### src/rtl/update_dispatcher.sv
// update_dispatcher
//   Sits upstream of the arbitrage container. Edge-weight updates written
//   from the HPS/bus path are buffered in a small FIFO. They are then handed
//   to the container one at a time. For each update the block:
//     - presents u_src/u_dst/u_e and latches run_src onto src,
//     - pulses container_reset for one cycle,
//     - waits for container_done before it issues the next update.
//   The update fields stay stable for the whole container run. Writes that
//   arrive while the FIFO is full are counted in drop_cnt. A run that never
//   finishes is abandoned by a watchdog, which sets the sticky timeout flag.
//
// Ports
//   clk              system clock
//   reset            asynchronous, active-high reset
//   wr_valid         update write strobe (one update per cycle)
//   wr_src, wr_dst   update source / destination vertex
//   wr_weight        update weight (log-rate, two's complement)
//   run_src          Bellman source vertex, sampled at each launch
//   wr_full          FIFO full (combinational from the occupancy count)
//   src              container source vertex, held for the run
//   u_src, u_dst     update vertices, held from launch until the run ends
//   u_e              update weight, held from launch until the run ends
//   container_reset  one-cycle launch pulse
//   container_done   container finished (level, stays high until next reset)
//   busy             a run is being launched or awaited
//   drop_cnt         writes lost to a full FIFO, saturating at 255
//   timeout          sticky, set when a run exceeds WDOG cycles
module update_dispatcher #(
  parameter int ADDR_W   = 8,
  parameter int WEIGHT_W = 16,
  parameter int DEPTH    = 8,
  parameter int WDOG     = 4096
) (
  input  logic                       clk,
  input  logic                       reset,
  input  logic                       wr_valid,
  input  logic        [ADDR_W-1:0]   wr_src,
  input  logic        [ADDR_W-1:0]   wr_dst,
  input  logic signed [WEIGHT_W-1:0] wr_weight,
  input  logic        [ADDR_W-1:0]   run_src,
  output logic                       wr_full,
  output logic        [ADDR_W-1:0]   src,
  output logic        [ADDR_W-1:0]   u_src,
  output logic        [ADDR_W-1:0]   u_dst,
  output logic signed [WEIGHT_W-1:0] u_e,
  output logic                       container_reset,
  input  logic                       container_done,
  output logic                       busy,
  output logic        [7:0]          drop_cnt,
  output logic                       timeout
);

  localparam int PTR_W  = $clog2(DEPTH);
  localparam int WDOG_W = (WDOG > 1) ? $clog2(WDOG) : 1;

  localparam logic [PTR_W:0]    FULL_CNT  = (PTR_W + 1)'(DEPTH);
  localparam logic [WDOG_W-1:0] WDOG_LAST = WDOG_W'(WDOG - 1);

  localparam logic [1:0] S_IDLE   = 2'd0;
  localparam logic [1:0] S_LAUNCH = 2'd1;
  localparam logic [1:0] S_WAIT   = 2'd2;

  // Saturating increment for the drop counter.
  function automatic logic [7:0] sat_inc8(input logic [7:0] v);
    return (v == 8'hFF) ? v : v + 8'd1;
  endfunction

  // FIFO storage. Data entries carry no reset. Only pointers and count
  // define which entries are valid.
  logic        [ADDR_W-1:0]   mem_src [DEPTH];
  logic        [ADDR_W-1:0]   mem_dst [DEPTH];
  logic signed [WEIGHT_W-1:0] mem_w   [DEPTH];

  logic [PTR_W-1:0]  rd_ptr;
  logic [PTR_W-1:0]  wr_ptr;
  logic [PTR_W:0]    count;
  logic [1:0]        state;
  logic [WDOG_W-1:0] wdog;

  logic fifo_empty;
  logic push;
  logic pop;

  assign fifo_empty = (count == '0);
  assign wr_full    = (count == FULL_CNT);

  // Full is judged on the pre-pop count. A write that coincides with a pop
  // from a full FIFO is therefore still rejected.
  assign push = wr_valid && !wr_full;
  assign pop  = (state == S_IDLE) && !fifo_empty;

  // Both outputs decode straight from the state. An asynchronous reset
  // therefore drops them without waiting for a clock edge.
  assign container_reset = (state == S_LAUNCH);
  assign busy            = (state != S_IDLE);

  // FIFO write port
  always_ff @(posedge clk) begin
    if (push) begin
      mem_src[wr_ptr] <= wr_src;
      mem_dst[wr_ptr] <= wr_dst;
      mem_w[wr_ptr]   <= wr_weight;
    end
  end

  // FIFO pointers, occupancy and drop accounting
  always_ff @(posedge clk or posedge reset) begin
    if (reset) begin
      rd_ptr   <= '0;
      wr_ptr   <= '0;
      count    <= '0;
      drop_cnt <= 8'd0;
    end else begin
      if (push) wr_ptr <= wr_ptr + PTR_W'(1);
      if (pop)  rd_ptr <= rd_ptr + PTR_W'(1);
      case ({push, pop})
        2'b10:   count <= count + (PTR_W + 1)'(1);
        2'b01:   count <= count - (PTR_W + 1)'(1);
        default: count <= count;
      endcase
      if (wr_valid && wr_full) drop_cnt <= sat_inc8(drop_cnt);
    end
  end

  // Launch sequencer: IDLE -> LAUNCH -> WAIT -> IDLE
  always_ff @(posedge clk or posedge reset) begin
    if (reset) begin
      state   <= S_IDLE;
      wdog    <= '0;
      timeout <= 1'b0;
      src     <= '0;
      u_src   <= '0;
      u_dst   <= '0;
      u_e     <= '0;
    end else begin
      case (state)
        S_IDLE: begin
          // The pop and the launch happen on the same edge. The update
          // fields change only here, so they hold across the whole run
          // and through the following idle time.
          if (!fifo_empty) begin
            u_src <= mem_src[rd_ptr];
            u_dst <= mem_dst[rd_ptr];
            u_e   <= mem_w[rd_ptr];
            src   <= run_src;
            state <= S_LAUNCH;
          end
        end
        S_LAUNCH: begin
          // container_done may still be high from the previous run. It is
          // ignored here, and the container clears it on this pulse.
          wdog  <= '0;
          state <= S_WAIT;
        end
        S_WAIT: begin
          if (container_done) begin
            state <= S_IDLE;
          end else if (wdog == WDOG_LAST) begin
            timeout <= 1'b1;
            state   <= S_IDLE;
          end else begin
            wdog <= wdog + WDOG_W'(1);
          end
        end
        default: state <= S_IDLE;
      endcase
    end
  end

endmodule

### config.mk
export PLATFORM = sky130hd
export DESIGN_NAME = update_dispatcher
export DESIGN_NICKNAME = d
export VERILOG_FILES = /design/src/rtl/update_dispatcher.sv
export SDC_FILE = /design/constraint.sdc
export NUM_CORES = 1
export LEC_CHECK = 0
export CORE_UTILIZATION = 25
export CTS_CLUSTER_SIZE = 10
export DETAILED_ROUTE_END_ITERATION = 6
export GPL_TIMING_DRIVEN = 0
export MAX_ROUTING_LAYER = met4
export SLEW_MARGIN = 25
export SYNTH_ARGS = -nofsm -noshare
export SYNTH_HDL_FRONTEND = slang
export SYNTH_SLANG_ARGS = --single-unit
### constraint.sdc
create_clock -name clk -period 11.8 [get_ports clk]
set_input_delay 1.18 -clock clk [delete_from_list [all_inputs] [get_ports clk]]
set_output_delay 1.18 -clock clk [all_outputs]
set_load 0.03 [all_outputs]
==> results.py <==
metrics = {
    "run_status": {
        "status": "complete, no violations",
    },
    "drt": {
        "wl_per_cell_um": 18.41,
        "wl_met3_um": 1360,
        "ant_nets": 0,
        "first_pass_iters": 4,
        "vias": 6783,
        "route.layer.met1.wl_um": 13460,
        "wirelength_um": 29110,
        "drcViolationCount": 0,
        "drtIter0Drc": 435,
        "top_layer": "met4",
        "wl_met2_um": 13720,
        "vias_per_cell": 4.290,
    },
    "critical_path": {
        "crit_cells": 3,
        "crit_slowest_cell": "clkdlybuf4s50_1",
        "cp_cell_sequence": "clkbuf_1, nor4b_4, clkdlybuf4s50_1",
        "startpoint_type": "register",
        "max_stage_delay_ps": 770,
        "critical_path_peak_fanout": 8,
        "crit_arrival_ps": 2300,
        "cpLargestDelayFamily": "buffers and inverters",
        "reg2reg_slack_ps": 8380,
        "end_kind": "output port",
        "worstSetupPathType": "reg -> out",
        "r2r-start": "count[1]",
        "r2r-end": "count[2]",
        "path_buf_inv": 2,
        "cp_data_required_time_ps": 10620,
        "reg2reg_depth": 13,
        "startpoint": "count[1]",
    },
    "clock_tree": {
        "cts_tree": "built",
        "cts_buffer_depth": 3,
        "cts_hold_buf": 0,
        "numCtsBuffers": 40,
        "path_clk_slew_ps": 50,
        "insertion_delay_ps": 570,
        "root_buffer": "clkbuf_16",
        "htreeDepth": 2,
        "cts_resized": 0,
        "post-cts-setup-buffers": 0,
        "cts.sinks": 329,
    },
    "min_path": {
        "min-delay-start": "src[0]",
        "hold_end": "src[0]",
        "min_delay_path_depth": 2,
        "hp-class": "reg -> reg",
    },
    "floorplan": {
        "die-area_mm2": 0.05211,
        "start_util_pct": 25.41,
        "die_x_um": 228.3,
        "die_h_um": 228.3,
        "core_area_mm2": 0.05038,
        "pin_count": 96,
        "rows": 82,
    },
    "layout": {
        "area_delta_synth_final_pct": 26.97,
        "fin_nets": 932,
        "drive_gt1_share_pct": 20.18,
    },
    "sta": {
        "drv_slew": 0,
        "rsz0062_at_grt": "no",
        "tightestPinTransition_ps": 999.3,
        "tns_ps": 0,
        "fin_crit_ps": 3478,
        "timing.fmax_mhz": 287.5,
        "fin_crit_sh_pct": 29.48,
        "final_hold_viol_count": 0,
        "relSlewSlack_pct": 33.38,
        "finClkSkew_ps": 29.26,
        "setup_viol": 0,
    },
    "pwr": {
        "powerDensity_mw_per_mm2": 253.0,
        "finalPower_mw": 4.112,
        "leakage_nw": 5.689,
        "ir_drop_mv": 0.1060,
    },
    "global_routing": {
        "antenna_found_initial": 2,
        "grt_pass1_wl_um": 43900,
        "overflow": 0,
        "grt_pass1_vias": 7043,
        "grt_start_max_net_pins": 39,
        "grt.total_usage_pct": 11.59,
    },
    "synth": {
        "yosysTopAreaCellShare_pct": 60.05,
        "async_reset_ff_share_pct": 22.19,
        "yosys.cell_types.count": 45,
        "yosysMostFrequentCell": "edfxtp_1",
        "synth_fp_nets": 752,
        "yosys.area.top_type": "edfxtp_1",
        "yosys_warnings": 0,
        "ys_top_cells_by_count": "edfxtp_1 (256), nand2_1 (79), dfrtp_1 (73)",
        "ys_ff_latch": 329,
        "synthesis.area_mm2": 0.01280,
        "synthCells": 697,
        "synth_edf_count": 256,
        "synth_area_per_cell_um2": 18.37,
        "synthFlopType": "edfxtp_1",
        "synthTopCellsByArea": "edfxtp_1 (60%), dfrtp_1 (14%), mux4_2 (11%), mux2i_1 (2.5%), nand2_1 (2.3%)",
        "ys_seq_area_share_pct": 74.32,
    },
    "placed_design": {
        "io_buffers": 95,
        "gp_congestion": 0.7504,
        "hpwl_um": 20040,
    },
    "job": {
        "drv_cap": 0,
    },
}
[through the flow]
stage | area (um2) | cells | setup WS (ps) | utilization [%] | hold slack, ps
finish | 16250 | 1581 | 8322 | 32.26 | 472.9
global route | 16250 | 1581 | 8118 | 32.26 | 501.4
CTS | 16250 | 1579 | 8279 | 32.25 | 480.5
detailed placement | 15000 | 1507 | 7791 | 29.78 | 468.8
global placement | 14590 | 1464 | 1770 | 28.97 | 460.7
floorplan | 12800 | 697 | 6282 | - | 465.6
[worst max-delay path by stage]
stage                               end  slack, ps
after floorplan           mem_dst[2][0]       6280
after global placement     mem_w[2][15]       1770
after detailed placement   mem_w[5][15]       7790
after CTS                       wr_full       8280
after global routing           count[2]       8120
final                           wr_full       8320
[routing by layer]
layer | track usage [%] | up-vias
li1 | - | 3105
met2 | 17.77 | 150
met1 | 15.25 | 3490
met5 | - | -
met3 | 2.600 | 38
met4 | 3.586 | 0
[flip-flops by register name, indices dropped and copies added, names as in the netlist, 8 cells and up]
name and cells:
u_src 8, drop_cnt 8, mem_w 128, mem_src 64
u_dst 8, mem_dst 64, src 8, wdog 12
u_e 16
[area by class of cell]
cell class | instances | area [um2]
multi-input combinational | 325 | 3159
clock inverter | 8 | 142.6
tap | 672 | 840.8
buffer | 31 | 127.6
sequential | 329 | 9514
inverter | 12 | 50.05
timing repair buffer | 138 | 1313
antenna | 2 | 5.005
clock buffer | 64 | 1101
fill | 4825 | 34120
[power by group]
part / switching, mW / internal (mW) / leakage [nW]
clock network: 0.480 / 0.690 / 0.589
registers: 0.0916 / 1.49 / 3.24
logic: 0.790 / 0.574 / 1.86
total: 1.36 / 2.75 / 5.69
[tightest hold or removal path: cells and delay by family, from the launching register on]
| kind | cells | cell delay [ps] |
|---|---|---|
| flip-flops | 1 | 340 |
| AND/OR/NAND/NOR | 2 | 100 |
[kinds of logic after synthesis]
family,synth area share [%]
multiplexers,14.20
AND/OR/NAND/NOR,4.936
flip-flops,74.32
buffers and inverters,1.349
adder cells (fa/ha/maj),1.075
AO/OA/AOI/OAI,3.020
XOR/XNOR,1.095
[cells in the final DEF (no fill, tap or decap), drive strengths merged, types with 11 or more instances in the layout]
cell | synthesis | final
nand2 | 79 | 79
nand3 | 11 | 11
clkdlybuf4s50 | 0 | 95
clkbuf | 18 | 82
ha | 11 | 11
o21ai | 39 | 39
edfxtp | 256 | 256
inv | 12 | 13
mux4 | 64 | 64
mux2i | 32 | 32
dfrtp | 73 | 73
buf | 13 | 56
Note: power is estimated with default switching activity, not from simulation.
